--- config.mk ---
export PLATFORM = sky130hd
export DESIGN_NAME = alu_mul_seq
export DESIGN_NICKNAME = d
export VERILOG_FILES = /design/src/rtl/alu_mul_seq.sv
export SDC_FILE = /design/constraint.sdc
export NUM_CORES = 1
export LEC_CHECK = 0
export BUFFER_PORTS_ARGS = -buffer_cell sky130_fd_sc_hd__buf_4
export CORE_MARGIN = 3
export CORE_UTILIZATION = 57
export CTS_BUF_LIST = sky130_fd_sc_hd__clkbuf_8
export DETAILED_ROUTE_END_ITERATION = 8
export PLACE_DENSITY_LB_ADDON = 0.08
export REMOVE_ABC_BUFFERS = 1
export SYNTH_ARGS = -nofsm -noshare
export SYNTH_HDL_FRONTEND = slang
export SYNTH_SLANG_ARGS = --single-unit
export TNS_END_PERCENT = 10
--- constraint.sdc ---
create_clock -name clk -period 6.5 [get_ports clk]
set_clock_uncertainty 0.2 [all_clocks]
set_input_delay 0.975 -clock clk [delete_from_list [all_inputs] [get_ports clk]]
set_output_delay 0.975 -clock clk [all_outputs]
set_load 0.05 [all_outputs]
--- src/rtl/alu_mul_seq.sv ---
// rtl/alu_mul_seq.sv - shift-and-add multiply sequencer driving an external combinational ALU
module alu_mul_seq #(
   parameter int WIDTH = 16,
   parameter int CNT_W = 4
) (
   input  logic               clk,
   input  logic               rst,
   input  logic               start,
   input  logic [WIDTH-1:0]   a_in,
   input  logic [WIDTH-1:0]   b_in,
   output logic               busy,
   output logic               done,
   output logic [2*WIDTH-1:0] product,
   output logic               prod_z,
   output logic               prod_ovf,
   output logic [2:0]         alu_func,
   output logic [WIDTH-1:0]   alu_a,
   output logic [WIDTH-1:0]   alu_b,
   input  logic [WIDTH-1:0]   alu_r,
   input  logic               alu_c
);

   localparam logic [1:0] S_IDLE = 2'd0;
   localparam logic [1:0] S_CALC = 2'd1;
   localparam logic [1:0] S_DONE = 2'd2;

   localparam logic [2:0]       FUNC_ADD = 3'b000;
   localparam logic [CNT_W-1:0] CNT_LAST = CNT_W'(WIDTH - 1);
   localparam logic [CNT_W-1:0] CNT_ONE  = CNT_W'(1);

   logic [1:0]         state;
   logic [WIDTH-1:0]   mcand;
   logic [WIDTH-1:0]   mplier;
   logic [WIDTH-1:0]   acc_hi;
   logic [CNT_W-1:0]   count;

   // {carry, sum, multiplier} shifted right by one; the consumed multiplier
   // bit falls off the bottom and the ALU carry becomes the new MSB.
   logic [2*WIDTH-1:0] shifted;

   assign shifted = {alu_c, alu_r, mplier[WIDTH-1:1]};

   assign busy = (state != S_IDLE);
   assign done = (state == S_DONE);

   // ALU operands: accumulate the multiplicand only when the current multiplier bit is set
   always_comb begin
      alu_func = FUNC_ADD;
      alu_a    = '0;
      alu_b    = '0;
      if (state == S_CALC) begin
         alu_a = acc_hi;
         alu_b = mplier[0] ? mcand : '0;
      end
   end

   // Sequencer state, partial product and registered result/flags
   always_ff @(posedge clk or posedge rst) begin
      if (rst) begin
         state    <= S_IDLE;
         mcand    <= '0;
         mplier   <= '0;
         acc_hi   <= '0;
         count    <= '0;
         product  <= '0;
         prod_z   <= 1'b1;
         prod_ovf <= 1'b0;
      end else begin
         case (state)
            S_IDLE: begin
               if (start) begin
                  mcand  <= a_in;
                  mplier <= b_in;
                  acc_hi <= '0;
                  count  <= '0;
                  state  <= S_CALC;
               end
            end
            S_CALC: begin
               acc_hi <= shifted[2*WIDTH-1:WIDTH];
               mplier <= shifted[WIDTH-1:0];
               count  <= count + CNT_ONE;
               if (count == CNT_LAST) begin
                  state    <= S_DONE;
                  product  <= shifted;
                  prod_z   <= (shifted == '0);
                  prod_ovf <= |shifted[2*WIDTH-1:WIDTH];
               end
            end
            S_DONE: begin
               state <= S_IDLE;
            end
            default: begin
               state <= S_IDLE;
            end
         endcase
      end
   end

endmodule

# After elaboration in Yosys (flattened, before gate mapping)
# Cells that the tools add are included.
# Widths: inputs -> output; s select.
# classes
add_sub_neg	1
n_eq_ne	5
n_reduce_logical	9
muxes	12
# op_table
cell	count
$mux 16	5
$pmux 16 s2	2
$logic_not 32->1	1
$reduce_or 16->1	1
$pmux 4 s2	1
$reduce_and 2->1	4
$add 4x1->4 const B	1
$eq 4x4->1 const B	1
$mux 2	2
$mux 4	1
$pmux 2 s2	1
$reduce_bool 2->1	2
$eq 2x1->1 const B	1
$eq 2x2->1 const B	1
$logic_not 2->1	1
$ne 2x1->1 const B	1
$ne 2x2->1 const B	1
# word_totals
output_inout_bits	71
reg_bits	88
word_cells	35

# Logic depth before layout (Yosys ltp)
# depth
depth_word	3
ltp_mapped	5
mapped_depth_nobuf	4

# Least setup slack after synthesis
# No wires, ideal clock.
# synth_path
path_kind	register to output
from	register state[1]
to	output port alu_a[10]
setup_slack_ns	3.924
required_ns	5.325
arrival_ns	1.401
stages_incl_launch_ff	5
n_path_buf	2
cell_sequence	dfrtp_1 and2b_1 buf_4 clkbuf_2 and2_1
# synth_via
elab_chain_cells	2
# synth_lines
item	line_no	source
start, declared	31	logic [1:0] state;
start signal, assigned	60	state <= S_IDLE;
start signal, assigned	76	state <= S_CALC;
start signal, assigned	84	state <= S_DONE;
$eq 2x1->1	51	if (state == S_CALC) begin
$mux 16	51	
end, declared	17	output logic [WIDTH-1:0] alu_a,
# No other way between the ends.

# Worst setup path in the final report
# layout_path
from	register state[0]
to	output port alu_b[10]
# layout_via
elab_chain_cells	2
# layout_lines
item	line_no	source
$eq 2x1->1	51	
$mux 16	51	
end, declared	18	output logic [WIDTH-1:0] alu_b,
# No other way between the ends.

==> results.sh <==
export IMPL_seqCellArea_sq_um=2200
export IMPL_period_share=0.506
export IMPL_grt_pass1_wl_um=12800
export IMPL_cp_start_kind="flip-flop"
export IMPL_power_frac_comb=0.532
export IMPL_finalCriticalPeriod_ns=3.29
export IMPL_ys_seq_elements=88
export IMPL_grt_pass1_vias=2670
export IMPL_ys_seq_area_frac=0.566
export IMPL_overflow=0
export IMPL_drc=0
export IMPL_finalWirelength_um=8040
export IMPL_powerDensity_nw_per_um2=581
export IMPL_fmax_mhz=304
export IMPL_worst_hold_slack_ns=0.305
export IMPL_die_w_um=88.7
export IMPL_via_count=2751
export IMPL_dp_hpwl_um=5450
export IMPL_drive_above_1_share=0.437
export IMPL_cts_max_level=3
export IMPL_firstDrtPassIters=4
export IMPL_setup_viol=0
export IMPL_seqPwrFrac=0.334
export IMPL_worstPathRequired_ns=5.32
export IMPL_p_sw_mw=1.35
export IMPL_worstPathArrival_ns=2.11
export IMPL_worst_path_most_repeated_cell="buf_4"
export IMPL_avgViaCountPerCell=5.30
export IMPL_synthCells=326
export IMPL_start_util=0.600
export IMPL_die_area_sq_um=7860
export IMPL_setup_ws_ns=3.21
export IMPL_antenna_cells=0
export IMPL_dp_cells=504
export IMPL_max_cap_violations=0
export IMPL_cts_max_path_buffers=2
export IMPL_yosysWarnings=0
export IMPL_syn_area_sq_um=3900
export IMPL_crit_start="state[0]"
export IMPL_finalMaxSlewViolations=0
export IMPL_final_hold_viol_count=0
export IMPL_worst_pin_slew_ns=1.08
export IMPL_grt_max_degree=89
export IMPL_ctsHoldBuffers=0
export IMPL_busiest_layer="met2"
export IMPL_clk_pin_slew_ns=0.08
export IMPL_clkLatencyLatePin_ns=0.34
export IMPL_worstReg2RegStart="count[0]"
export IMPL_ios=123
export IMPL_cp_top_family="buffers and inverters"
export IMPL_layout_cells_non_filler=519
export IMPL_status="completed"
export IMPL_cp_buffers_inverters=2
export IMPL_multiInputGateArea_sq_um=1510
export IMPL_crit_path_max_incr_delay_ns=0.57
export IMPL_gr_usage_met2=0.337
export IMPL_hold_path_class="flip-flop to flip-flop"
export IMPL_power_internal_mw=1.52
export IMPL_slowest_stage="buf_4"
export IMPL_relSlewSlack=0.279
export IMPL_drt_iter0_markers=108
export IMPL_power_leakage_nw=2.37
export IMPL_track_usage=0.210
export IMPL_globalplace_congestion=0.749
export IMPL_synth_area_per_cell_sq_um=12.0
export IMPL_grt_met3_usage=0.0475
export IMPL_final_core_util=0.761
export IMPL_cts_tree="yes"
export IMPL_yosysUniqueCellTypes=32
export IMPL_swShare=0.470
export IMPL_p_clk_frac=0.134
export IMPL_critPathKind="flip-flop to output pin"
export IMPL_use_met1=0.274
export IMPL_ant_nets=0
export IMPL_fillers=469
export IMPL_final_common_cell="buf_4"
export IMPL_coreArea_sq_um=6490
export IMPL_numCtsBuffers=9
export IMPL_clock_sinks=88
export IMPL_die_y_um=88.7
export IMPL_setup_tns_ns=0
export IMPL_path_max_fanout=85
export IMPL_cp_cell_sequence="and2b_2 > buf_4 > and3_1 > buf_4"
export IMPL_dp_slack_ns=3.60
export IMPL_num_rows=29
export IMPL_ir_worst_vdd_v=0.000283
export IMPL_antenna_found_initial=0
export IMPL_final_cell_mix="buf_4 (122), dfrtp_1 (87), nand2_1 (53)"
export IMPL_fin_nets=491
export IMPL_crit_path_end_kind="output pin"
export IMPL_io_buffers=119
export IMPL_wl_per_cell_um=15.5
export IMPL_holdCritStartpoint="mcand[15]"
export IMPL_syn2layout_area_growth_pct=26.9
export IMPL_rsz0062_at_grt="no"
export IMPL_cts_root_buf="clkbuf_8"
export IMPL_cts_resized=0
export IMPL_post_cts_setup_buffers=0
per-stage QoR:
stage	power (mW)	area (sq um)
finish	2.87	4940
global route	3.04	4940
CTS	2.90	4940
detailed placement	2.51	4740
global placement	2.48	4740
floorplan	2.04	3720
registers in the layout, indices dropped and copies added, names as in the netlist:
signal,count
acc_hi,16
count,4
prod_ovf,1
mcand,16
prod_z,1
product,32
state,2
mplier,16
final timing paths:
path / end / slack (ns) / cells after the start
setup / recovery: alu_b[10] / 3.21 / 4
hold reg to reg: mcand[15] / 0.30 / 1
hold / removal: mcand[15] / 0.30 / 1
max in group asynchronous: mcand[11] / 4.63 / 3
min in group asynchronous: product[20] / 0.78 / 3
setup reg to reg: product[6] / 4.33 / 4
logic make-up after synthesis:
logic type | count (synthesis) | share of synthesized area
compound gates | 42 | 0.0575
fa+ha+maj | 1 | 0.00321
buf+inv | 25 | 0.0482
flops | 88 | 0.566
mux | 65 | 0.183
other cells | 1 | 0.000962
simple gates | 104 | 0.142
power groups by stage:
stage / Clock [mW] / Sequential (mW) / Combinational (mW)
after floorplan: 0 / 1.29 / 0.756
after global placement: 0 / 0.959 / 1.52
after detailed placement: 0 / 0.969 / 1.54
after CTS: 0.394 / 0.960 / 1.54
after global routing: 0.421 / 0.996 / 1.62
final: 0.385 / 0.959 / 1.53
worst reg2reg max path: cells and delay by family (launching register included):
kind	cells	cell delay, ns
flops	1	0.41
fa+ha+maj	1	0.23
simple gates	2	0.80
mux	1	0.42
area by class of cell:
class / count / area share
flip-flops and latches: 88 / 0.446
clock inverters: 3 / 0.00835
well taps: 77 / 0.0195
repair buffers: 122 / 0.185
multi-input cells: 215 / 0.306
inverters: 2 / 0.00177
clock buffers: 12 / 0.0334
cells in the mapped netlist:
| cell type | count | area (sq um) |
|---|---|---|
| o21ai_1 | 15 | 75.1 |
| or2_2 | 1 | 6.26 |
| dfrtp_1 | 87 | 2180 |
| o21ai_0 | 21 | 105 |
| a21oi_1 | 1 | 5.00 |
| mux2i_1 | 16 | 160 |
| nand2b_4 | 1 | 13.8 |
| inv_1 | 2 | 7.51 |
| and3_1 | 16 | 100 |
| conb_1 | 1 | 3.75 |
| nor3b_4 | 1 | 18.8 |
| o41ai_1 | 1 | 8.76 |
| nor4_1 | 8 | 50.1 |
| a21o_1 | 1 | 7.51 |
| buf_2 | 2 | 10.0 |
| o21ai_2 | 1 | 8.76 |
| dfstp_2 | 1 | 26.3 |
| ha_1 | 1 | 12.5 |
| nand4_1 | 2 | 12.5 |
| o21bai_1 | 1 | 7.51 |
| clkbuf_1 | 4 | 15.0 |
| clkbuf_2 | 1 | 5.00 |
| mux2_2 | 49 | 552 |
| o22ai_1 | 1 | 6.26 |
| and2_1 | 16 | 100 |
| nand3_1 | 2 | 10.0 |
| and2b_1 | 2 | 15.0 |
| nor3b_1 | 1 | 7.51 |
| nor2_8 | 1 | 20.0 |
| nand2_1 | 53 | 199 |
| buf_6 | 8 | 90.1 |
| buf_4 | 8 | 60.1 |
per-layer routing:
metal	routed length (um)	vias to the layer above
li1	-	1342
met4	102	0
met5	0	-
met2	3840	86
met1	3540	1314
met3	553	9
Power figures use the tool's default switching activity.
